File: src/rtl/axi_rd_arbiter_pkg.sv
// Shared definitions for the two-master read arbiter: AXI response codes
// (also used by the icache and LSU), controller state encoding, master
// identifiers and the response beat bundle.
package axi_rd_arbiter_pkg;

  // AXI read response codes
  localparam logic [1:0] RESP_OKAY   = 2'b00;
  localparam logic [1:0] RESP_EXOKAY = 2'b01;
  localparam logic [1:0] RESP_SLVERR = 2'b10;
  localparam logic [1:0] RESP_DECERR = 2'b11;

  // Controller state encoding
  localparam logic [2:0] ST_IDLE  = 3'd0;
  localparam logic [2:0] ST_ADDR  = 3'd1;
  localparam logic [2:0] ST_DATA  = 3'd2;
  localparam logic [2:0] ST_ERR   = 3'd3;
  localparam logic [2:0] ST_DRAIN = 3'd4;

  // Master identifiers, also used as the owner / last-grant encoding
  localparam logic OWNER_ICACHE = 1'b0;
  localparam logic OWNER_LSU    = 1'b1;

  // One read response beat as routed back to a master
  typedef struct packed {
    logic [31:0] data;
    logic [1:0]  resp;
  } rbeat_t;

  // One-hot request/grant mask for a master identifier
  function automatic logic [1:0] owner_mask(input logic who);
    return who ? 2'b10 : 2'b01;
  endfunction

endpackage

File: src/rtl/axi_rd_arbiter_rr_pick2.sv
// Combinational two-requester round-robin picker. A lone request always
// wins; on a tie the requester that was not granted last wins.
module rr_pick2
  import axi_rd_arbiter_pkg::*;
(
  input  logic [1:0] req,
  input  logic       last,
  output logic [1:0] gnt
);

  // Pick a single winner (one-hot) or nobody when there is no request
  always_comb begin
    gnt = 2'b00;
    case (req)
      2'b01:   gnt = 2'b01;
      2'b10:   gnt = 2'b10;
      2'b11:   gnt = owner_mask(~last);
      default: gnt = 2'b00;
    endcase
  end

endmodule

File: src/rtl/axi_rd_arbiter.sv
// Two-master (icache, LSU) single-slave read-channel arbiter. One single-beat
// read is in flight at a time. A watchdog in the data phase synthesizes a
// DECERR so a hung memory cannot wedge either master; the late beat, if it
// ever shows up, is absorbed before the next request is granted.
module axi_rd_arbiter
  import axi_rd_arbiter_pkg::*;
#(
  parameter int unsigned TIMEOUT = 1024
) (
  input  logic        clock,
  input  logic        reset,

  input  logic        icache_arvalid_i,
  input  logic [31:0] icache_araddr_i,
  output logic        icache_arready_o,
  output logic        icache_rvalid_o,
  output logic [31:0] icache_rdata_o,
  output logic [1:0]  icache_rresp_o,
  input  logic        icache_rready_i,

  input  logic        lsu_arvalid_i,
  input  logic [31:0] lsu_araddr_i,
  output logic        lsu_arready_o,
  output logic        lsu_rvalid_o,
  output logic [31:0] lsu_rdata_o,
  output logic [1:0]  lsu_rresp_o,
  input  logic        lsu_rready_i,

  output logic        mem_arvalid_o,
  output logic [31:0] mem_araddr_o,
  input  logic        mem_arready_i,
  input  logic        mem_rvalid_i,
  input  logic [31:0] mem_rdata_i,
  input  logic [1:0]  mem_rresp_i,
  output logic        mem_rready_o,

  output logic        busy_o
);

  // Watchdog counter width; kept at least one bit when the watchdog is off
  localparam int unsigned TW = (TIMEOUT > 0) ? $clog2(TIMEOUT + 1) : 1;
  localparam bit WDOG_EN = (TIMEOUT != 0);
  localparam logic [TW-1:0] TMO_LAST = TW'((TIMEOUT > 0) ? (TIMEOUT - 1) : 0);

  logic [2:0]    state_q, state_d;
  logic          owner_q, owner_d;
  logic          last_grant_q, last_grant_d;
  logic [31:0]   addr_q, addr_d;
  logic [TW-1:0] tmo_cnt_q, tmo_cnt_d;
  logic          late_seen_q, late_seen_d;

  logic [1:0]    gnt;
  logic          grant_ok;
  logic          owner_rready;
  logic          rsp_valid;
  rbeat_t        rsp_beat;

  rr_pick2 u_pick (
    .req  ({lsu_arvalid_i, icache_arvalid_i}),
    .last (last_grant_q),
    .gnt  (gnt)
  );

  // Grants only happen in IDLE and never while reset is held, so arready
  // is guaranteed low during reset even if a master is already requesting
  assign grant_ok         = (state_q == ST_IDLE) && reset;
  assign icache_arready_o = grant_ok && gnt[0];
  assign lsu_arready_o    = grant_ok && gnt[1];
  assign owner_rready     = (owner_q == OWNER_LSU) ? lsu_rready_i : icache_rready_i;
  assign busy_o           = (state_q != ST_IDLE);

  // Next-state logic: arbitration, address phase, data phase with watchdog,
  // synthesized error and draining of a late memory beat
  always_comb begin
    state_d      = state_q;
    owner_d      = owner_q;
    last_grant_d = last_grant_q;
    addr_d       = addr_q;
    tmo_cnt_d    = tmo_cnt_q;
    late_seen_d  = late_seen_q;
    case (state_q)
      ST_IDLE: begin
        if (gnt != 2'b00) begin
          owner_d      = gnt[1];
          last_grant_d = gnt[1];
          addr_d       = gnt[1] ? lsu_araddr_i : icache_araddr_i;
          state_d      = ST_ADDR;
        end
      end
      ST_ADDR: begin
        if (mem_arready_i) begin
          tmo_cnt_d = '0;
          state_d   = ST_DATA;
        end
      end
      ST_DATA: begin
        if (mem_rvalid_i && owner_rready) begin
          state_d = ST_IDLE;
        end else if (WDOG_EN && (tmo_cnt_q == TMO_LAST) && !mem_rvalid_i) begin
          late_seen_d = 1'b0;
          state_d     = ST_ERR;
        end else begin
          tmo_cnt_d = tmo_cnt_q + TW'(1);
        end
      end
      ST_ERR: begin
        if (mem_rvalid_i) begin
          late_seen_d = 1'b1;
        end
        if (owner_rready) begin
          state_d = (late_seen_q || mem_rvalid_i) ? ST_IDLE : ST_DRAIN;
        end
      end
      ST_DRAIN: begin
        if (mem_rvalid_i) begin
          state_d = ST_IDLE;
        end
      end
      default: begin
        state_d = ST_IDLE;
      end
    endcase
  end

  // Downstream drive and the response beat presented to the owner
  always_comb begin
    mem_arvalid_o = 1'b0;
    mem_araddr_o  = '0;
    mem_rready_o  = 1'b0;
    rsp_valid     = 1'b0;
    rsp_beat      = '0;
    case (state_q)
      ST_ADDR: begin
        mem_arvalid_o = 1'b1;
        mem_araddr_o  = addr_q;
      end
      ST_DATA: begin
        rsp_valid     = mem_rvalid_i;
        rsp_beat.data = mem_rdata_i;
        rsp_beat.resp = mem_rresp_i;
        mem_rready_o  = owner_rready;
      end
      ST_ERR: begin
        rsp_valid     = 1'b1;
        rsp_beat.data = '0;
        rsp_beat.resp = RESP_DECERR;
        mem_rready_o  = 1'b1;
      end
      ST_DRAIN: begin
        mem_rready_o = 1'b1;
      end
      default: begin
        mem_rready_o = 1'b0;
      end
    endcase
  end

  // Route the response beat to the owning master; the other master sees zeros
  always_comb begin
    icache_rvalid_o = 1'b0;
    icache_rdata_o  = '0;
    icache_rresp_o  = '0;
    lsu_rvalid_o    = 1'b0;
    lsu_rdata_o     = '0;
    lsu_rresp_o     = '0;
    if (owner_q == OWNER_LSU) begin
      lsu_rvalid_o = rsp_valid;
      lsu_rdata_o  = rsp_beat.data;
      lsu_rresp_o  = rsp_beat.resp;
    end else begin
      icache_rvalid_o = rsp_valid;
      icache_rdata_o  = rsp_beat.data;
      icache_rresp_o  = rsp_beat.resp;
    end
  end

  // State registers; reset abandons any transaction and makes icache win
  // the first tie by pretending lsu was granted last
  always_ff @(posedge clock or negedge reset) begin
    if (!reset) begin
      state_q      <= ST_IDLE;
      owner_q      <= OWNER_ICACHE;
      last_grant_q <= OWNER_LSU;
      addr_q       <= '0;
      tmo_cnt_q    <= '0;
      late_seen_q  <= 1'b0;
    end else begin
      state_q      <= state_d;
      owner_q      <= owner_d;
      last_grant_q <= last_grant_d;
      addr_q       <= addr_d;
      tmo_cnt_q    <= tmo_cnt_d;
      late_seen_q  <= late_seen_d;
    end
  end

endmodule

File: config.mk
export PLATFORM = sky130hd
export DESIGN_NAME = axi_rd_arbiter
export DESIGN_NICKNAME = d
export VERILOG_FILES = /design/src/rtl/axi_rd_arbiter_pkg.sv /design/src/rtl/axi_rd_arbiter_rr_pick2.sv /design/src/rtl/axi_rd_arbiter.sv
export SDC_FILE = /design/constraint.sdc
export NUM_CORES = 1
export LEC_CHECK = 0
export CORE_AREA = 2 2 96 98
export DETAILED_ROUTE_END_ITERATION = 10
export DIE_AREA = 0 0 98 100
export PLACE_DENSITY = 0.77
export SLEW_MARGIN = 20
export SYNTH_ARGS = -nofsm -noshare
export SYNTH_HDL_FRONTEND = slang
export SYNTH_SLANG_ARGS = --single-unit
export TNS_END_PERCENT = 30
File: constraint.sdc
create_clock -name clock -period 2.6 [get_ports clock]
set_input_delay 0.26 -clock clock [delete_from_list [all_inputs] [get_ports clock]]
set_output_delay 0.26 -clock clock [all_outputs]
set_load 0.005 [all_outputs]
* Yosys cells after proc, flatten, opt, wreduce, memory -nomap -nowiden
Index checks and enable logic that the tools add are counted.
** Word-level totals
- Output and inout bits :: 107
- Flip-flop bits (word level) :: 49
** Operators by class
- Add/subtract/negate cells :: 1
- Reductions and logical operators :: 17
- Equal/unequal tests :: 17
- Muxes and demuxes :: 31
** Operators with widths (count)
- two-way mux 32 bit :: 4
- case mux 34 bit (2 select lines) :: 1
- two-way mux 11 bit :: 3
- case mux 11 bit (2 select lines) :: 1
- two-way mux 3 bit :: 7
- case mux 3 bit (5 select lines) :: 1
- != test 2 bit, second input constant :: 7
- adder 11 x 1 -> 11 bit, second input constant :: 1
- equality test 11 x 10 -> 1 bit, second input constant :: 1
- AND reduction 4 bit :: 2
- two-way mux 1 bit :: 7
- equality test 3 x 2 -> 1 bit, second input constant :: 2
- two-way mux 2 bit :: 3
- case mux 1 bit (2 select lines) :: 3
- case mux 2 bit (3 select lines) :: 1
- nonzero test 2 bit :: 3
- logical AND 1 bit :: 5
- AND reduction 5 bit :: 1
- equality test 2 bit, second input constant :: 2
- equality test 3 x 1 -> 1 bit, second input constant :: 1
- equality test 3 bit, second input constant :: 1
- zero test 3 bit :: 1
- != test 3 bit, second input constant :: 1
- nonzero test 3 bit :: 1
- 6 further kinds :: 6

* Depth between registers and ports, before layout
Gate-level depths: netlist of the first run.
- Word-level depth :: 5
- Mapped depth :: 8
- Mapped depth without buffers :: 6

* Hierarchy
Synthesis of the first run repeated with hierarchy kept, for this count alone.
** Second synthesis, totals
- Cell total of the unflattened synthesis :: 373
- Area, all modules :: 3240.6 µm²
** By module, submodules not included
- axi_rd_arbiter :: cells an instance 370, area each 3221.8 µm², sequential area each 1227.4 µm², times used 1
- rr_pick2 :: cells an instance 3, area each 18.8 µm², sequential area each 0.0 µm², times used 1

* Worst setup path after synthesis of the first run
No wires, ideal clock.
- Kind :: register to register
- From :: register tmo_cnt_q[0]
- To :: register tmo_cnt_q[0]
- Setup time :: 118 ps
- Stages on the path, launching flop included :: 9
- Arrival time :: 1822 ps
- Setup slack :: 660 ps
- Period minus slack after synthesis :: 1940 ps
- Data required time :: 2482 ps
- Cell sequence :: dfrtp_1 ha_1 nand3_1 or4b_4 o211ai_2 buf_6 buf_12 nor3_1 a21o_1
** On the way
- Cells in the longest elaborated chain, start to end :: 4
- Elaborated cells on any way between the ends :: 8
** RTL lines
- from (decl) :: line axi_rd_arbiter.sv:49 : logic [TW-1:0] tmo_cnt_q, tmo_cnt_d;
- from (signal assigned) :: line axi_rd_arbiter.sv:192 : tmo_cnt_q <= tmo_cnt_d;
- adder 11 x 1 -> 11 bit or equality test 11 x 10 -> 1 bit (tied branches) :: line axi_rd_arbiter.sv:103, axi_rd_arbiter.sv:99
- two-way mux 11 bit or logical AND 1 bit (tied branches) :: line axi_rd_arbiter.sv:99 : end else if (WDOG_EN && (tmo_cnt_q == TMO_LAST) && !mem_rvalid_i) begin
- two-way mux 11 bit or != test 2 bit (tied branches)
- case mux 11 bit (2 select lines) or AND reduction 4 bit (tied branches)
Several ways; a longest one is shown, not always the timed one. The select of a mux whose other input is x is not followed.
A chain may end at the register's enable or synchronous reset.

* Worst setup path after layout of the first run
- From :: register state_q[2]
- To :: output icache_rdata_o[20]
** On the way
- Cells in the longest elaborated chain, start to end :: 3
- Elaborated cells on any way between the ends :: 4
** RTL lines
- from (decl) :: line axi_rd_arbiter.sv:45 : logic [2:0] state_q, state_d;
- from (signal assigned) :: line axi_rd_arbiter.sv:188 : state_q <= state_d;
- equality test 3 x 2 -> 1 bit :: line axi_rd_arbiter.sv:132 : case (state_q)
- case mux 34 bit (2 select lines) * :: line axi_rd_arbiter.sv:132
- two-way mux 32 bit * :: line axi_rd_arbiter.sv:166 : if (owner_q == OWNER_LSU) begin
- to (decl) :: line axi_rd_arbiter.sv:17 : output logic [31:0] icache_rdata_o,
Mark *: on every way between the ends. The rest lies on a longest branch, timed or not.

==> results of run 1 <==
-- report_power, final --
group | switching [uW] | leakage, uW | internal [uW] | total [uW]
combinational | 1080 | 0.00161 | 1280 | 2350
sequential | 188 | 0.000618 | 1050 | 1240
clock | 262 | 0.0000445 | 191 | 453
total | 1530 | 0.00227 | 2520 | 4040
-- metrics by stage --
step / cell area (sq um) / setup slack [ps] / utilization
2_1_floorplan: 3110 / 660 / -
6_report: 5440 / 160 / 0.612
3_5_place_dp: 5340 / 352 / 0.600
3_3_place_gp: 5340 / 380 / 0.600
5_1_grt: 5440 / 26.7 / 0.612
4_1_cts: 5430 / 17.2 / 0.611
-- worst max-delay path, stage by stage (launching register included) --
cell and delay [ps]:
dfrtp_2 490, and2b_2 290, nand2_2 90, nor2_1 120, buf_6 220, and2_1 160
clkdlybuf4s50_1 500
-- sequential cells by signal, indices dropped and copies added, names as in the netlist --
| register | count |
|---|---|
| addr_q | 32 |
| late_seen_q | 1 |
| state_q | 3 |
| last_grant_q | 1 |
| owner_q | 1 |
| tmo_cnt_q | 11 |
-- metal layers --
layer / share of wire / vias to the layer above / global-route usage
met5: 0 / - / 0
met4: 0.016 / 0 / 0.0620
met3: 0.080 / 10 / 0.0578
met2: 0.51 / 153 / 0.369
met1: 0.39 / 1594 / 0.234
li1: - / 1712 / -
-- cells in the final DEF (no fill, tap or decap), drive strengths merged --
cell	count
a21boi	1
a21o	1
a21oi	11
a2bb2oi	1
and2	66
and2b	1
and3	34
buf	16
clkbuf	5
clkdlybuf4s50	211
clkinv	1
clkinvlp	1
dfrtp	48
dfstp	1
ha	1
inv	4
mux2	1
mux4	1
nand2	47
nand2b	3
nand3	4
nand3b	1
nand4	1
nand4b	1
nor2	12
nor3	7
nor3b	1
o2111ai	1
o211ai	1
o21a	1
o21ai	45
o22ai	32
o31ai	3
or2	1
or3	7
or4	2
or4b	1
xor2	1
-- what timing repair did --
action / 4_1_cts / 5_1_grt
hold endpoints to repair: 0 / 0
hold buffers: 0 / 0
endpoints found under the setup margin: 0 / 64
gates resized for setup: 0 / 5
-- final cells by class --
class / count / area share
Multi-Input combinational cell: 290 / 0.319
Sequential cell: 49 / 0.226
Clock inverter: 3 / 0.00391
Clock buffer: 5 / 0.0127
Inverter: 3 / 0.00207
Tap cell: 111 / 0.0255
Timing Repair Buffer: 227 / 0.411
-- final timing paths --
kind / from / endpoint / slack (ps) / depth (start not counted)
min in group clock: addr_q[30] / addr_q[30] / 480 / 2
max in group asynchronous: reset / state_q[2] / 2060 / 2
min reg2reg: addr_q[30] / addr_q[30] / 480 / 2
max: state_q[2] / icache_rdata_o[20] / 160 / 6
max reg2reg: tmo_cnt_q[4] / tmo_cnt_q[9] / 400 / 6
min: reset / addr_q[8] / 60 / 2
-- kinds of logic (layout without fill, tap and decap cells) --
logic type | after synthesis | count (layout)
and+or+nand+nor | 189 | 189
AOI/OAI and AO/OA | 97 | 97
DFF | 49 | 49
buffers and inverters | 36 | 238
muxes | 2 | 2
adders and majority gates | 1 | 1
xor gates and xnor gates | 1 | 1
==> results.ini, run 1 <==
[sta]
clock_skew_ps=14.4
fmax_ghz=0.410
layout_min_cycle_time_ps=2440
maxSlewHeadroom=0.584
max_slew.worst_pin.slew_ps=623
fin_tns_setup_ps=0
hold_violations=0
slew_viol_final=0
hold-worst-slack_ps=60.7
setup_viol=0
finalCritPeriodShare=0.939
grt_setup_unrepaired=no

[worst_setup_path]
criticalPathCategory=register to output port
critPathMaxFanout=32
required_ps=2340
worstSetupEndpointType=output port
cp.arrival_ps=2180
cp-start-kind=register

[global_route]
gr-total-overflow=0
grt_usage=0.204
antenna_found_initial=0
grt_first_pass_wirelength_um=16400
grt_max_degree=69
grt_pass1_vias=3404

[synthesis]
synth_warnings=0
synth.most_common_cell=and2_1
synth_area_leaders=dfrtp_1, and2_1, and3_1, o22ai_1, o21ai_0
yosys-top-cells-count=and2_1, dfrtp_1, nand2_1, o21ai_0, and3_1
ys_dominant_reg_cell=dfrtp_1
syn_nets=482
synth_top_family_by_area=simple AND/OR/NAND/NOR gates
yosysTopAreaCellShare=0.386
synth_simple_gate_area_share=0.341
async_flop_share=1.00
syn_area_sq_mm=0.00311
synth_cell_type_count=44
synth-seq-cells=49
synth_edf_count=0
ys_seq_area_frac=0.395
synth_xor_area_frac=0.00282
synth.area.mux_share=0.0121
yosys.area.top_type=dfrtp_1
syn-instance-count=375
synth_compound_area_frac=0.188
synth-adder-area-share=0.00402
avgSynthCellArea_sq_um=8.29

[clock_tree]
clockBufferDepth=2
cts_sinks=49
cts_setup_buffers=0
clock_latency_ps=310
tritoncts=yes
cts_root_buf=clkbuf_8
numCtsBuffers=5
cts.reportedPaths.clkPinSlew_ps=100
htreeDepth=2

[final_layout]
multi_input_area_sq_mm=0.00173
drive_gt1_frac=0.0953
antenna_cells=0
final_nets=683
fill_cells=783
register_area_sq_mm=0.00123
syn2layout_area_growth_pct=74.8
layout.cells.non_filler=688

[drt]
drt_drc_violations_left=0
wl_um=10200
vias=3469
postRouteAntennaNets=0
firstDrtPassIters=4
drtIter0Drc=126
vias_per_cell=5.04
wl_per_cell_um=14.9

[flow_run]
maxCapViolations=0

[floorplanning]
start_util=0.350
core_sq_mm=0.00889
rows=35
die-area_sq_mm=0.00980
die_h_um=100
io_pins=213
fp.dieW_um=98

[place]
portBuffers=212
gp_congestion=0.852
placedCellCount=680
dp_hpwl_um=7950

[power_and_ir_drop]
power_uw=4040
p_per_area_mw_per_mm2=744
p_leak_uw=0.00227
ir_drop_v=0.000392

[run_status]
outcome=finished, final reports clean

[worst_hold_path]
hold_path.class=input pin to asynchronous set/reset pin

(Power assumes the default switching activity.)
==> inputs of run 2 (changes only) <==
--- a/config.mk
+++ b/config.mk
@@ -9,6 +9,7 @@
 export DETAILED_ROUTE_END_ITERATION = 10
 export DIE_AREA = 0 0 98 100
 export PLACE_DENSITY = 0.77
+export RECOVER_POWER = 25
 export SLEW_MARGIN = 20
 export SYNTH_ARGS = -nofsm -noshare
 export SYNTH_HDL_FRONTEND = slang
==> results.ini, run 2 (synthesis results as in run 1) <==
[worst_setup_path]
r2r_start=tmo_cnt_q[4]
cp.arrival_ps=2180  ; about the same
r2r-end=tmo_cnt_q[9]
worstSetupEndpointType=output port
path_cells=and2b_2 > nand2_2 > nor2_1 > buf_6 > and2_1 > clkdlybuf4s50_1
critPathMaxStageDelay_ps=500  ; about the same
crit_path_top_delay_cell=clkdlybuf4s50_1
cp-start-kind=register
rrSetupSlack_ps=400  ; about the same
criticalPathCategory=register to output port
critPathMaxFanout=32  ; unchanged
reg2reg_depth=6  ; unchanged
required_ps=2340  ; about the same

[global_route]
antenna_found_initial=0  ; unchanged
grt_max_degree=69  ; unchanged
gr-total-overflow=0  ; unchanged
grt_pass1_vias=3404  ; unchanged
grt_first_pass_wirelength_um=16400  ; unchanged
grt_usage=0.204  ; unchanged

[power_and_ir_drop]
p_per_area_mw_per_mm2=744  ; about the same
ir_drop_v=0.000391  ; -0.20%
p_leak_uw=0.00227  ; -0.14%

[sta]
fin_tns_setup_ps=0  ; unchanged
max_slew.worst_pin.slew_ps=1220  ; +601 ps
hold-worst-slack_ps=338  ; +278 ps
layout_min_cycle_time_ps=2440  ; -3.12 ps
setup_viol=0  ; unchanged
slew_viol_final=0  ; unchanged
grt_setup_unrepaired=no
fmax_ghz=0.410  ; +0.13%
clock_skew_ps=13.5  ; -0.895 ps
finalCritPeriodShare=0.937  ; -0.00120
hold_violations=0  ; unchanged
maxSlewHeadroom=0.184  ; -0.401

[drt]
drtIter0Drc=142  ; +13%
wl_um=10300  ; +0.21%
vias_per_cell=5.03  ; -0.23%
vias=3461  ; -0.23%
drt_drc_violations_left=0  ; unchanged
wl_per_cell_um=14.9  ; +0.21%
postRouteAntennaNets=0  ; unchanged
firstDrtPassIters=4  ; unchanged

[clock_tree]
clock_latency_ps=300  ; about the same
cts.reportedPaths.clkPinSlew_ps=100  ; about the same
cts_setup_buffers=0  ; unchanged
post_cts_resized=0  ; unchanged
cts_root_buf=clkbuf_8
clockBufferDepth=2  ; unchanged
tritoncts=yes
hold_buffers=0  ; unchanged
htreeDepth=2  ; unchanged
cts_sinks=49  ; unchanged
numCtsBuffers=5  ; unchanged

[floorplanning]
rows=35  ; unchanged
fp.dieW_um=98  ; unchanged
io_pins=213  ; unchanged
core_sq_mm=0.00889  ; unchanged
die_h_um=100  ; unchanged
die-area_sq_mm=0.00980  ; unchanged
start_util=0.350  ; unchanged

[place]
dp_hpwl_um=7950  ; unchanged
portBuffers=212  ; unchanged
gp_congestion=0.852  ; unchanged

[final_layout]
final_common_cell=clkdlybuf4s50_1
drive_gt1_frac=0.0919  ; -0.00347
regMostFlops=addr_q
mostFrequentLayoutCells=clkdlybuf4s50_1, and2_1, nand2_1, dfrtp_1, o21ai_0
top_regs=addr_q: 32 flops, tmo_cnt_q: 11 flops, state_q: 3 flops
final_nets=683  ; unchanged
antenna_cells=0  ; unchanged
largest_register_ffs=32  ; unchanged
syn2layout_area_growth_pct=74.7  ; about the same

[worst_hold_path]
hold_path.class=input pin to asynchronous set/reset pin

[flow_run]
maxCapViolations=0  ; unchanged

[run_status]
outcome=finished, final reports clean

[run 2: changes by cell type in the layout (fill, tap and decap cells not counted)]
| cell | change |
|---|---|
| clkbuf_2 | +1 |
| mux2_1 | +1 |
| mux2_2 | -1 |
| clkbuf_1 | +1 |
| buf_4 | -1 |
| buf_2 | -1 |
[run 2: cell type report]
cell class | count | area [sq um]
sequential | 49 | 1230
timing repair buffer | 227 | 2230
inverter | 3 | 11.3
clock buffer | 5 | 68.8
fill | 785 | 3460
tap | 111 | 139
multi-input combinational | 290 | 1730
clock inverter | 3 | 21.3
[run 2: worst max path at each step]
stage                             from                 end
after detailed placement    state_q[0]     mem_araddr_o[1]
after global placement    lsu_rready_i       tmo_cnt_q[10]
after floorplan           tmo_cnt_q[0]        tmo_cnt_q[0]
final                       state_q[2]  icache_rdata_o[20]
after global routing        state_q[2]  icache_rdata_o[18]
after CTS                   state_q[0]     mem_araddr_o[1]
[run 2: critical path, delay by kind of cell, from the launching register on]
kind | cells | cell delay [ps]
buffers and inverters | 2 | 720
DFF | 1 | 490
and+or+nand+nor | 4 | 660
[run 2: power breakdown]
| group | leakage (uW) | internal, uW | switching [uW] |
|---|---|---|---|
| Sequential | 0.000618 | 1050 | 187 |
| Clock | 0.0000445 | 191 | 261 |
| Combinational | 0.00160 | 1270 | 1080 |
| Total | 0.00227 | 2510 | 1530 |
[run 2: stage by stage]
step / power, uW / cells / worst slack [ps] / area (sq um) / utilization
2_1_floorplan: 2370 / 375 / 660 / 3110 / -
3_3_place_gp: 3560 / 680 / 380 / 5340 / 0.600
3_5_place_dp: 3630 / 680 / 352 / 5340 / 0.600
4_1_cts: 4090 / 688 / 17.2 / 5430 / 0.611
5_1_grt: 4390 / 688 / 26.7 / 5430 / 0.611
6_report: 4040 / 688 / 163 / 5430 / 0.611
[run 2: layer usage]
metal / track usage / share of wire
met5: 0 / 0
met4: 0.0620 / 0.015
met3: 0.0578 / 0.080
met2: 0.369 / 0.51
met1: 0.234 / 0.40
==> RTL change 1 (settings of run 1) <==
The parameter `TIMEOUT` goes from 1024 to 512.
--- a/src/rtl/axi_rd_arbiter.sv
+++ b/src/rtl/axi_rd_arbiter.sv
@@ -7,3 +7,3 @@
 #(
-  parameter int unsigned TIMEOUT = 1024
+  parameter int unsigned TIMEOUT = 512
 ) (
Check against the original RTL: no difference found for any inputs over 10 cycles, from zero or initial values and one cycle with reset low; that may be too few to reach the edited logic, so the function may still have changed.
==> RTL change 1 against run 1 <==
- synthesized cell count is 1.6% lower
- count of clock-buffer cells in the layout is 1 higher
- total power is 11% higher
- register-to-register slack better by 0.04 ns
- sequential cell count is 1 lower
- worst hold slack worse by 0.010 ns
- area after synthesis is 1.7% higher
- routed wire length is 2.6% lower
- worst setup slack worse by 0.033 ns
- clock skew is 0.0059 ns lower
- final area is 1.2% higher
- largest power group unchanged
==> RTL change 1: results (changes against run 1) <==
The flow ran to the end, and the final reports show no timing, DRC or antenna violations. The global-route met1 utilization came to 0.2373 (+0.003741). Counting instances in the post-synthesis netlist gives the leading cell types as sky130_fd_sc_hd__and2_1, sky130_fd_sc_hd__dfrtp_1, sky130_fd_sc_hd__nor2_1. The endpoint identified for the worst register-to-register timing path is tmo_cnt_q[6]. The fraction of area in multi-input gates was 0.3333 (+0.01465). The most critical setup path has its startpoint at state_q[0]. The sequential-to-total area share from yosys stat is 0.3801 (-0.01447). The total via count in the routed design came out at 3376 (-2.7%). The share of the core filled with cells in the final layout came to 0.6190 (+0.007319). The area fraction of clock buffers and clock inverters is 0.01955 (+0.002987).

The last weighted congestion value of the routability-driven placer came out at 0.8265 (-3.0%). The initial detailed-routing violation count came out at 146 (+16%). The post-synthesis cell type count is 43 (-2.3%).

The power attributed to the clock group came out at 529 µW (+17%). The total placed cells including tap cells came out at 671 (-1.3%). Among cell families on the critical path, the largest total delay comes from simple AND/OR/NAND/NOR gates. In the final layout, the registers with the most flip-flops are addr_q x32, tmo_cnt_q x10, state_q x3. The via count of the first global-routing pass came to 3237 (-4.9%). The sum of routed wire segments on met1 is 3881 µm (-4.0%). The length of the first detailed-routing pass in iterations was 5 (+1). The multi-input combinational cell count was 287 (-1.0%).

The first-pass GRT wire length came out at 15880 µm (-3.1%). The share of final-layout standard cells stronger than drive strength 1 is 0.05810 (-0.03722). The layout filler cell count was 756 (-3.4%).

The setup slack of the critical path after layout was 0.1265 ns (-0.03320 ns). The area occupied by registers came to 1202 µm² (-2.3%). The critical path data arrival time is 2.21 ns (+0.03 ns). The instance area at placement was 5384 µm² (+0.87%). The capturing element of the worst setup path is icache_rdata_o[27].

The static leakage is 0.002372 µW (+4.6%). The max-slew headroom at the worst pin came out at 0.5292 (-0.05528). The average cell area after synthesis came out at 8.572 µm² (+3.3%).

The final worst clock skew came out at 0.008474 ns (-0.005936 ns). The number of cells traversed by the worst register-to-register path came out at 4 (-2). The number of buffers outside the clock class in the layout is 222 (-2.2%). The reg2reg setup slack is 0.44 ns (+0.04 ns).

The sink count of the clock tree is 48 (-2.0%).
RTL change 1: cell types whose count changed after synthesis, moves of 9 or more:
cell | run 1 | this run
sky130_fd_sc_hd__nor2_1 | 12 | 45
sky130_fd_sc_hd__o22ai_1 | 32 | 0
sky130_fd_sc_hd__a21oi_1 | 4 | 41
sky130_fd_sc_hd__nand2_1 | 47 | 12
sky130_fd_sc_hd__o21ai_0 | 39 | 9
sky130_fd_sc_hd__mux2i_1 | 0 | 33
sky130_fd_sc_hd__clkbuf_1 | 27 | 18
RTL change 1: kinds of logic after synthesis:
| group | Yosys count | synth area share |
|---|---|---|
| simple gates | 188 | 0.3426 |
| compound gates | 62 | 0.1096 |
| flops | 48 | 0.3801 |
| mux | 36 | 0.1159 |
| buf+inv | 34 | 0.04786 |
| fa+ha+maj | 1 | 0.003955 |
==> RTL change 2 (config.mk and constraints of run 1) <==
Without the edit above. `addr_q` no longer has a reset.
--- a/src/rtl/axi_rd_arbiter.sv
+++ b/src/rtl/axi_rd_arbiter.sv
@@ -183,3 +183,2 @@
       last_grant_q <= OWNER_LSU;
-      addr_q       <= '0;
       tmo_cnt_q    <= '0;
@@ -190,3 +189,2 @@
       last_grant_q <= last_grant_d;
-      addr_q       <= addr_d;
       tmo_cnt_q    <= tmo_cnt_d;
@@ -196,2 +194,6 @@
 
+  always_ff @(posedge clock) begin
+    addr_q <= addr_d;
+  end
+
 endmodule
Formal check against the unedited RTL: no difference found for any inputs over 10 cycles, from zero or initial values and one cycle with reset low; that may be too few to reach the edited logic, so the function may still have changed.
==> RTL change 2 against run 1 <==
- area after synthesis down 0.56%
- sequential share of layout area up 2.5 points
- sequential power down 6%
- routed wire length down 5.4%
- worst setup slack better by 0.039 ns
- total power up 1.7%
- count of clock-buffer cells in the layout unchanged
- sequential cell count unchanged
- final area up 1.5%
- fmax up 1.6%
==> RTL change 2: results (changes against run 1) <==
The flow ran to the end, and the final reports show no timing, DRC or antenna violations. In this run the critical register-to-register path is launched from state_q[0]. The sequential-to-total area share from yosys stat is 0.4486 (+0.05401). The number of buffers outside the clock class in the layout is 225 (-0.88%).

The capturing element of the worst setup path is icache_rdata_o[21]. The multi-input combinational cell count is 232 (-20%). The via count of the first global-routing pass came out at 3031 (-11%).

The count of buffers inserted at the top-level ports came out at 212 (unchanged). The commonest cells after synthesis are sky130_fd_sc_hd__and2_1, sky130_fd_sc_hd__and3_1, sky130_fd_sc_hd__edfxtp_1, sky130_fd_sc_hd__mux2_2, sky130_fd_sc_hd__clkbuf_1. The static leakage came out at 0.002171 µW (-4.3%).

The total track usage was 0.1910 (-0.01268). The number of nets in the synthesized netlist is 410 (-15%). The area fraction of clock buffers and clock inverters was 0.02039 (+0.003827).

The number of cells traversed by the worst register-to-register path came out at 4 (-2). The number of cells in the finished layout apart from fillers came to 626 (-9.0%). The cell family contributing the most delay on the critical path is buffers and inverters. The register share of the cell area came out at 0.2518 (+0.02534).

The worst register-to-register path ends at tmo_cnt_q[8]. The standard cell with the maximum stage delay on the critical path is sky130_fd_sc_hd__dfrtp_2. The largest vdd supply drop came out at 0.3943 mV (+0.63%). The clock-pin slew of the registers on the worst-case setup and hold paths is 0.09 ns. The reg2reg setup slack came to 0.47 ns (+0.07 ns). For this run, the leading register cell type out of synthesis is sky130_fd_sc_hd__edfxtp_1. The per-cell routed wire length came to 15.47 µm (+4.0%). The root buffer cell chosen for the clock tree is sky130_fd_sc_hd__clkbuf_8. The initial detailed-routing violation count came out at 127 (+0.79%). The max-slew headroom at the worst pin was 0.5378 (-0.04659). The last weighted congestion value of the routability-driven placer is 0.8697 (+2.1%). The non-clock buffering overhead in the final layout came out at 0.4043 (-0.006462). The layout net count came out at 621 (-9.1%). The H-tree depth is 2 (unchanged). The layout filler cell count came out at 726 (-7.3%). The non-clock inverter total of the final layout is 1 (-2).

The share of final-layout standard cells stronger than drive strength 1 is 0.1359 (+0.04060). The post-CTS setup buffer count is 0 (unchanged). The post-synthesis cell type count came to 40 (-9.1%). The largest registers in the layout are addr_q x32, tmo_cnt_q x11, state_q x3.

The instance area at placement came to 5404 µm² (+1.2%). The final HPWL from detailed placement is 7582 µm (-4.6%). The first-pass GRT wire length came out at 15170 µm (-7.4%).

The total via count in the routed design is 3084 (-11%). The area of combinational cells with multiple inputs came out at 1644 µm² (-5.1%). The critical path data arrival time is 2.14 ns (-0.04 ns).

The average cell area after synthesis is 10.21 µm² (+23%). The share of flip-flops with an asynchronous set or reset is 0.3469 (-0.6531). The number of flops mapped to enable cells by yosys is 32 (+32). By area the synthesized netlist is led by sky130_fd_sc_hd__edfxtp_1, sky130_fd_sc_hd__and2_1, sky130_fd_sc_hd__dfrtp_1, sky130_fd_sc_hd__mux2_2, sky130_fd_sc_hd__and3_1.

The largest net degree at the start of global routing is 38 (-45%). The final worst clock skew came out at 0.01320 ns (-0.001213 ns). The internal power is 2748 µW (+9.2%).
## RTL change 2: changes by cell type after synthesis, moves of 31 or more
cell                       before  now
sky130_fd_sc_hd__nand2_1       47   15
sky130_fd_sc_hd__o21ai_0       39    5
sky130_fd_sc_hd__mux2_2         1   32
sky130_fd_sc_hd__o22ai_1       32    0
sky130_fd_sc_hd__dfrtp_1       48   16
sky130_fd_sc_hd__edfxtp_1       0   32
## RTL change 2: through the flow
| stage | hold slack (ns) | setup WS [ns] | utilization |
|---|---|---|---|
| floorplan | -0.03559 | 0.3277 | - |
| global placement | 0.5194 | 0.3731 | 0.6079 |
| detailed placement | 0.5181 | 0.2637 | 0.6079 |
| CTS | 0.4390 | 0.06833 | 0.6205 |
| global route | 0.4479 | 0.04458 | 0.6211 |
| finish | 0.4293 | 0.1985 | 0.6211 |
## RTL change 2: logic make-up after synthesis
logic type,Yosys count,synth area share
AND/OR/NAND/NOR,168,0.3341
flip-flops,49,0.4486
multiplexers,37,0.1327
AO/OA/AOI/OAI,26,0.05219
buffers and inverters,22,0.02832
adder cells (fa/ha/maj),1,0.004045
## RTL change 2: per-layer routing
metal,wire (µm),up-vias,track usage
met5,0,-,0
met4,153,0,0.05128
met3,1024,11,0.06825
met2,4980,154,0.3472
met1,3529,1407,0.2122
li1,-,1512,-
## RTL change 2: power groups by stage
stage          registers [µW]  clock network (µW)  logic, µW
2_1_floorplan            1140                   0       1050
6_report                 1170                 561       2380
3_3_place_gp             1180                   0       2360
3_5_place_dp             1190                   0       2390
5_1_grt                  1200                 599       2590
4_1_cts                  1170                 570       2410
## RTL change 2: what timing repair did
action,CTS,global route
setup endpoints to repair,0,37
gates resized for setup,0,3
hold endpoints to repair,0,0
hold buffers,0,0
